==> config.mk <==
export PLATFORM = sky130hd
export DESIGN_NAME = systolic_result_drain
export DESIGN_NICKNAME = d
export VERILOG_FILES = /design/src/rtl/systolic_result_drain_pkg.sv /design/src/rtl/systolic_result_drain_sync_fifo.sv /design/src/rtl/systolic_result_drain.sv
export SDC_FILE = /design/constraint.sdc
export NUM_CORES = 2
export LEC_CHECK = 0
export ABC_AREA = 1
export ABC_CLOCK_PERIOD_IN_PS = 24200
export BUFFER_PORTS_ARGS = -buffer_cell sky130_fd_sc_hd__buf_4
export CAP_MARGIN = 20
export CORE_MARGIN = 3
export CORE_UTILIZATION = 30
export CTS_CLUSTER_SIZE = 14
export DETAILED_ROUTE_END_ITERATION = 7
export GPL_TIMING_DRIVEN = 0
export SETUP_SLACK_MARGIN = 0.2
export SYNTH_ARGS = -nofsm -noshare
export SYNTH_HDL_FRONTEND = slang
export SYNTH_SLANG_ARGS = --single-unit
==> constraint.sdc <==
create_clock -name clk_i -period 24.2 [get_ports clk_i]
set_input_delay 2.42 -clock clk_i [delete_from_list [all_inputs] [get_ports clk_i]]
set_output_delay 2.42 -clock clk_i [all_outputs]
set_load 0.1 [all_outputs]
==> src/rtl/systolic_result_drain_pkg.sv <==
// Shared types, widths and lane arithmetic for the systolic result drain.
package systolic_result_drain_pkg;

   localparam int unsigned N_DEF          = 4;
   localparam int unsigned A_W_DEF        = 32;
   localparam int unsigned ROWS_DEF       = 4;
   localparam int unsigned FIFO_DEPTH_DEF = 4;

   localparam int unsigned ROW_IDX_W = $clog2(ROWS_DEF);
   localparam int unsigned CNT_W     = $clog2(FIFO_DEPTH_DEF + 1);
   localparam int unsigned ROW_W     = N_DEF * A_W_DEF;

   typedef logic [A_W_DEF-1:0] lane_t;
   typedef logic [ROW_W-1:0]   row_vec_t;

   typedef struct packed {
      logic [ROW_IDX_W-1:0] row;
      row_vec_t             data;
   } result_t;

   function automatic lane_t lane_get(input row_vec_t vec, input int unsigned j);
      return vec[j*A_W_DEF +: A_W_DEF];
   endfunction

   // Two's-complement add; the carry out of the top bit is discarded so results wrap.
   function automatic lane_t lane_add(input lane_t a, input lane_t b);
      return a + b;
   endfunction

endpackage

==> src/rtl/systolic_result_drain_sync_fifo.sv <==
// Circular-buffer FIFO with a registered head that only moves on pop or push-into-empty.
module systolic_result_drain_sync_fifo #(
   parameter int unsigned WIDTH = 8,
   parameter int unsigned DEPTH = 4
) (
   input  logic                             clk_i,
   input  logic                             reset_i,
   input  logic                             push_i,
   input  logic [WIDTH-1:0]                 push_data_i,
   input  logic                             pop_ready_i,
   output logic                             valid_o,
   output logic [WIDTH-1:0]                 data_o,
   output logic [$clog2(DEPTH+1)-1:0]       count_o,
   output logic                             drop_o
);

   localparam int unsigned PW = $clog2(DEPTH);
   localparam int unsigned CW = $clog2(DEPTH + 1);

   logic [WIDTH-1:0] mem_q [DEPTH];
   logic [PW-1:0]    rd_ptr_q, wr_ptr_q;
   logic [PW-1:0]    rd_ptr_d, wr_ptr_d;
   logic [CW-1:0]    count_q, count_d;
   logic [WIDTH-1:0] head_q;
   logic             pop, full, push_acc;

   assign pop      = (count_q != '0) && pop_ready_i;
   assign full     = (count_q == CW'(DEPTH));
   assign push_acc = push_i && (!full || pop);
   assign drop_o   = push_i && full && !pop;

   assign rd_ptr_d = (rd_ptr_q == PW'(DEPTH-1)) ? '0 : rd_ptr_q + 1'b1;
   assign wr_ptr_d = (wr_ptr_q == PW'(DEPTH-1)) ? '0 : wr_ptr_q + 1'b1;

   always_comb begin
      count_d = count_q;
      case ({push_acc, pop})
         2'b10:   count_d = count_q + 1'b1;
         2'b01:   count_d = count_q - 1'b1;
         default: count_d = count_q;
      endcase
   end

   always_ff @(posedge clk_i) begin
      if (push_acc) begin
         mem_q[wr_ptr_q] <= push_data_i;
      end
   end

   always_ff @(posedge clk_i or posedge reset_i) begin
      if (reset_i) begin
         rd_ptr_q <= '0;
         wr_ptr_q <= '0;
         count_q  <= '0;
         head_q   <= '0;
      end else begin
         if (push_acc) wr_ptr_q <= wr_ptr_d;
         if (pop)      rd_ptr_q <= rd_ptr_d;
         count_q <= count_d;
         // Head tracks the next stored entry; when the FIFO drains it keeps the last value shown.
         if (pop && (count_q > CW'(1))) begin
            head_q <= mem_q[rd_ptr_d];
         end else if (push_acc && ((count_q == '0) || (pop && (count_q == CW'(1))))) begin
            head_q <= push_data_i;
         end
      end
   end

   assign valid_o = (count_q != '0);
   assign data_o  = head_q;
   assign count_o = count_q;

endmodule

==> src/rtl/systolic_result_drain.sv <==
// Accumulates deskewed rows across K-tiles and queues finished rows for the consumer.
module systolic_result_drain
   import systolic_result_drain_pkg::*;
#(
   parameter int unsigned N          = N_DEF,
   parameter int unsigned A_W        = A_W_DEF,
   parameter int unsigned ROWS       = ROWS_DEF,
   parameter int unsigned FIFO_DEPTH = FIFO_DEPTH_DEF
) (
   input  logic                               clk_i,
   input  logic                               reset_i,
   input  logic                               in_valid_i,
   input  logic [N*A_W-1:0]                   sum_in_i,
   input  logic                               in_first_i,
   input  logic                               in_last_i,
   output logic                               out_valid_o,
   output logic [N*A_W-1:0]                   out_data_o,
   output logic [$clog2(ROWS)-1:0]            out_row_o,
   input  logic                               out_ready_i,
   output logic [$clog2(FIFO_DEPTH+1)-1:0]    fifo_count_o,
   output logic                               overflow_o
);

   logic [ROW_IDX_W-1:0] row_ptr_q, row_ptr_d;
   row_vec_t             acc_q [ROWS];
   row_vec_t             new_row;
   result_t              push_res, head_res;
   logic                 push, drop;
   logic                 overflow_q, overflow_d;

   always_comb begin
      new_row = '0;
      for (int unsigned j = 0; j < N; j++) begin
         new_row[j*A_W +: A_W] = in_first_i
            ? lane_get(sum_in_i, j)
            : lane_add(lane_get(acc_q[row_ptr_q], j), lane_get(sum_in_i, j));
      end
   end

   assign row_ptr_d  = (row_ptr_q == ROW_IDX_W'(ROWS-1)) ? '0 : row_ptr_q + 1'b1;
   assign push       = in_valid_i && in_last_i;
   assign overflow_d = overflow_q || drop;

   always_comb begin
      push_res      = '0;
      push_res.row  = row_ptr_q;
      push_res.data = new_row;
   end

   always_ff @(posedge clk_i or posedge reset_i) begin
      if (reset_i) begin
         row_ptr_q  <= '0;
         overflow_q <= 1'b0;
         for (int unsigned r = 0; r < ROWS; r++) begin
            acc_q[r] <= '0;
         end
      end else begin
         overflow_q <= overflow_d;
         if (in_valid_i) begin
            acc_q[row_ptr_q] <= new_row;
            row_ptr_q        <= row_ptr_d;
         end
      end
   end

   systolic_result_drain_sync_fifo #(
      .WIDTH ($bits(result_t)),
      .DEPTH (FIFO_DEPTH)
   ) u_fifo (
      .clk_i       (clk_i),
      .reset_i     (reset_i),
      .push_i      (push),
      .push_data_i (push_res),
      .pop_ready_i (out_ready_i),
      .valid_o     (out_valid_o),
      .data_o      (head_res),
      .count_o     (fifo_count_o),
      .drop_o      (drop)
   );

   assign out_data_o = head_res.data;
   assign out_row_o  = head_res.row;
   assign overflow_o = overflow_q;

endmodule

# Yosys cells after proc, flatten, opt, wreduce, memory -nomap -nowiden
# Memories as Yosys holds them, arrays and structs flattened.
# Index checks and enable logic that the tools add are counted.
# classes
add_sub_neg,9
magnitude_cmp,3
eq_ne,7
n_mux,18
bitwise_logic,1
reduce_logical,18
# op_table
operator,count
512-bit bitwise mux,1
128-bit 2-to-1 mux,3
130-bit 2-to-1 mux,2
128-bit binary-select mux with 2-bit select,1
128-bit demux with 2-bit select,1
32-bit adder,4
32-bit 2-to-1 mux,4
1-bit logical AND,9
2-bit equality test (second input constant),4
2-bit by 1-bit adder with 2-bit output (second input constant),3
2-bit 2-to-1 mux,3
3-bit case mux with 2 select lines,1
2-bit nonzero test,2
3-bit by 1-bit adder with 3-bit output (second input constant),1
3-bit by 1-bit equality test with 1-bit output (second input constant),1
3-bit equality test (second input constant),1
3-bit >= comparator (second input constant),1
3-bit by 1-bit > comparator with 1-bit output (second input constant),1
3-bit logical NOT,1
1-bit logical OR,3
3-bit by 1-bit less-than comparator with 1-bit output (second input constant),1
2-bit NOT with 3-bit output,1
3-bit nonzero test,1
3-bit by 1-bit subtractor with 3-bit output (second input constant),1
other kinds (3),5
# word_totals
ff_bits,652
ramBits,520
out_inout_bits,135
elab_cells,67
n_memories,1
# mem_list
memory,words,word_bits,rd,rd_ports_with_merged_regs,write_ports,line_no,source
u_fifo.mem_q,4,130,1,0,1,systolic_result_drain_sync_fifo.sv:20,logic [WIDTH-1:0] mem_q [DEPTH];

# Depth between registers and ports, before layout
# logic_depth
depth_word,8
mapped_depth,21
ltp_nobuf,18

# Hierarchy
# A second synthesis with hierarchy kept.
# unflattened
hier_cells,7607
hier_area_um2,60840.9
# by_module_without_submodules
module,instances,cells_each,area_each_um2,seq_area_each_um2
systolic_result_drain,1,5040,33716.1,12887.4
systolic_result_drain_sync_fifo,1,2567,27124.8,19043.3

# Worst setup path before layout
# Ideal clock, no wire load.
# synth_path
path_kind,input-to-reg
startpoint,input port in_valid_i
endpoint,memory u_fifo.mem_q[0][0] (netlist name) (enable)
t_arrival_ns,8.162
required_ns,23.579
setup_slack_ns,15.417
cell_stages,5
path_buffers,1
path_cell_list,buf_4 nand2_1 inv_2 nand2_4 nor2_1
# synth_via
elab_chain_cells,4
# synth_rtl
element,line_no,source
"start, declared",systolic_result_drain.sv:12,"input logic in_valid_i,"
1-bit logical AND,systolic_result_drain.sv:41,assign push = in_valid_i && in_last_i;
1-bit logical AND,systolic_result_drain_sync_fifo.sv:29,assign push_acc = push_i && (!full || pop);
1-bit 2-to-1 mux,systolic_result_drain_sync_fifo.sv:45,if (push_acc) begin
1-bit 2-to-1 mux (implied by the code),systolic_result_drain_sync_fifo.sv:46,mem_q[wr_ptr_q] <= push_data_i;
"end, declared",systolic_result_drain_sync_fifo.sv:20,
# Every way passes these cells.

# Final worst setup path
# layout_path
startpoint,register row_ptr_q[0]
endpoint,memory u_fifo.mem_q[2][108] (netlist name) (data pin)
# layout_via
elab_chain_cells,6
# layout_rtl
element,line_no,source
"start, declared",systolic_result_drain.sv:24,"logic [ROW_IDX_W-1:0] row_ptr_q, row_ptr_d;"
"start signal, assigned",systolic_result_drain.sv:61,row_ptr_q <= row_ptr_d;
2-bit NOT with 3-bit output (implied by the code),systolic_result_drain.sv:36,": lane_add(lane_get(acc_q[row_ptr_q], j), lane_get(sum_in_i, j));"
128-bit binary-select mux with 2-bit select,systolic_result_drain.sv:36,
128-bit 2-to-1 mux (implied by the code) (2 in series),systolic_result_drain.sv:36,
32-bit adder,systolic_result_drain_pkg.sv:27,return a + b;
32-bit 2-to-1 mux,systolic_result_drain.sv:35,"? lane_get(sum_in_i, j)"
named net new_row[108],systolic_result_drain.sv:26,row_vec_t new_row;
# The timed path passes the listed nets, and every way through them passes these cells. The select of a mux whose other input is x is not followed.

==> results.toml <==
[status]
status = "finished clean"

[timing]
fin_crit_ns = 5.96
finalMaxSlewViolations = 0
finalSetupViolCount = 0
post-route-period-util_pct = 24.6
fmax_mhz = 168
finalSetupTns_ns = 0
hold_viol = 0
fin_skew_ns = 0.0399
worst_pin_slew_ns = 1.17
fin_worst_hold_slack_ns = 0.475
slew_headroom_pct = 22.1
rsz0062_at_grt = "false"

[clock_tree]
htreeDepth = 4
cts_tree = "done"
cts_buffers = 132
post_cts_resized = 0
clk_latency_ns = 0.79
clk_pin_slew_worst_paths_ns = 0.06
clock_path_buffers = 3
cts_setup_buffers = 0
cts_num_sinks = 1172
cts_hold_buf = 0
cts_root_buf = "clkbuf_16"

[synth]
syn-instance-count = 7093
synth_edf_count = 520
ys_ff_latch = 1172
synthTopCellsByArea = "dfrtp_1 27%, edfxtp_1 26%, nand2_1 15%"
yosys.area.top_type = "dfrtp_1"
syn-cell-area_sq_um = 59300
avgSynthCellArea_sq_um = 8.37
yosysWarnings = 0
syn_nets = 7369
synthFlopType = "dfrtp_1"
async_flop_share_pct = 55.6
yosysUniqueCellTypes = 39
netlist.area_leader.share_pct = 27.5
ys_seq_area_share_pct = 53.8

[worst_setup_path]
crit_type = "register to register"
endpoint_kind = "register"
arrival_ns = 6.46
start_kind = "register"
worstPathRequired_ns = 24.70
crit_fanout = 12

[final_layout]
seqCellArea_sq_um = 31900
final_nets = 7820
fin_cells = 10300
final_layout_size_suffix_gt1_share_pct = 9.20
synthToLayoutAreaGrowth_pct = 17.8
multi_input_area_sq_um = 23800
fillers = 20300

[grt]
grt_pass1_vias = 51200
antenna_found_initial = 29
gr-total-overflow = 0
grt_usage_pct = 23.2
grt_max_degree = 122
grt_pass1_wl_mm = 350

[placed_design]
place.gp.congestion = 0.977
dp.cells = 10000
post-dp-hpwl_mm = 183
port_buffers = 267

[floorplan]
core-area_sq_um = 196000
boundaryPins = 269
die_w_microns = 451
rows = 162
initial_core_util_pct = 30.3
fp.dieArea_sq_um = 203000
die_h_microns = 451

[pwr]
powerDensity_nw_per_um2 = 173
p_leak_nw = 31.8
max-vdd-ir-drop_v = 0.000106

[drt]
route.detailed.drc = 0
wl_per_cell_microns = 23.6
wirelength_mm = 243
via_per_inst = 5.20
drtIter0Drc = 5675
vias = 53500
ant_nets = 0
dr.pass1.iters = 6

[run]
maxCapViolCount = 0

[worst_hold_path]
hp-class = "register to register"
## logic make-up (layout without fill, tap and decap cells)
family | after synthesis | after routing | synth area share, %
buffers and inverters | 957 | 1514 | 6.24
AOI/OAI and AO/OA | 976 | 976 | 10.0
adders and majority gates | 142 | 142 | 3.04
xor gates and xnor gates | 27 | 27 | 0.398
other | 0 | 23 | 0
DFF | 1172 | 1172 | 53.8
and+or+nand+nor | 3819 | 3819 | 26.5
## layout by cell type, fill, tap and decap left out, types with 26 or more instances in the layout
cell type / n
nand2_1: 2428
nand3_1: 688
dfrtp_1: 652
edfxtp_1: 520
inv_1: 513
nor2_1: 497
o21ai_0: 390
clkbuf_1: 282
buf_4: 272
a21oi_1: 193
ha_1: 138
clkbuf_16: 133
o22ai_1: 124
buf_1: 101
or2_2: 78
a32o_1: 72
a31oi_1: 64
and2_1: 63
a221o_1: 58
buf_2: 49
inv_2: 33
nand3b_1: 27
o211ai_1: 26
## routing by layer
layer  part of all wire (%)  global-route usage, %  vias to the layer above
met5                      0                      0                        -
met4                    5.2                   12.0                        0
met3                    8.3                   5.07                      495
met2                     46                   36.6                     2416
met1                     41                   30.0                    26200
li1                       -                      -                    24400
## Yosys cell counts, types with 63 or more instances
library cell	number
a21oi_1	193
a31oi_1	64
a32o_1	72
and2_1	63
buf_1	101
clkbuf_1	248
dfrtp_1	652
edfxtp_1	520
ha_1	138
inv_1	514
nand2_1	2428
nand3_1	688
nor2_1	501
o21ai_0	392
o22ai_1	124
or2_2	78
## report_power, final
part | internal [mW] | switching (mW)
combinational | 1.86 | 4.98
sequential | 2.90 | 0.335
clock | 1.16 | 0.860
total | 5.92 | 6.18
## sequential cells by signal (all words and copies together) (netlist names)
| signal | cells |
|---|---|
| u_fifo.count_o | 3 |
| u_fifo.data_o | 130 |
| acc_q | 512 |
| u_fifo.wr_ptr_q | 2 |
| u_fifo.mem_q | 520 |
| u_fifo.rd_ptr_q | 2 |
| row_ptr_q | 2 |
| overflow_o | 1 |
## stage by stage
step                area [sq um]  setup WS (ns)  util, %  total power, mW
floorplan                  59300           3.51        -             7.65
global placement           64600          -5.84     33.0             9.88
detailed placement         65600          18.46     33.5             10.0
CTS                        69800          18.43     35.7             12.0
global route               69900          18.10     35.7             12.8
finish                     69900          18.24     35.7             12.1
## area by class of cell
| class | count | share of cell area, % |
|---|---|---|
| Antenna cell | 23 | 0.0823 |
| Clock buffer | 186 | 5.23 |
| Multi-Input combinational cell | 4964 | 34.0 |
| Buffer | 404 | 2.34 |
| Timing Repair Buffer | 317 | 4.17 |
| Clock inverter | 54 | 0.857 |
| Tap cell | 2624 | 4.70 |
| Inverter | 553 | 2.98 |
| Sequential cell | 1172 | 45.7 |
## critical path, cell delays in order, from the launching register on
cell,delay (ns)
dfrtp_1,0.65
inv_2,0.32
buf_2,0.53
clkbuf_1,0.89
buf_1,0.81
nor2_1,0.11
o22ai_1,0.22
ha_1,0.32
fa_1,0.33
nand2_1,0.08
inv_1,0.06
nand2_1,0.04
nand3_1,0.14
nand3_1,0.10
nand3_1,0.20
or2_2,0.15
nand3_1,0.18
nand2_1,0.49
## path summary, 6_finish.rpt
path                                                from                              to  slack, ns  depth (start not counted)
worst min register to register    acc_q[254]$_DFFE_PP0P_          acc_q[254]$_DFFE_PP0P_       0.48                          2
worst max register to register  row_ptr_q[0]$_DFFE_PP0P_  u_fifo.mem_q[2][108]$_DFFE_PP_      18.24                         17
min in group asynchronous                        reset_i          acc_q[509]$_DFFE_PP0P_       1.68                          2
worst min-delay path              acc_q[254]$_DFFE_PP0P_          acc_q[254]$_DFFE_PP0P_       0.48                          2
worst max-delay path            row_ptr_q[0]$_DFFE_PP0P_  u_fifo.mem_q[2][108]$_DFFE_PP_      18.24                         17
max in group asynchronous                        reset_i          acc_q[159]$_DFFE_PP0P_      20.69                          5
Note: power is estimated with default switching activity, not from simulation.
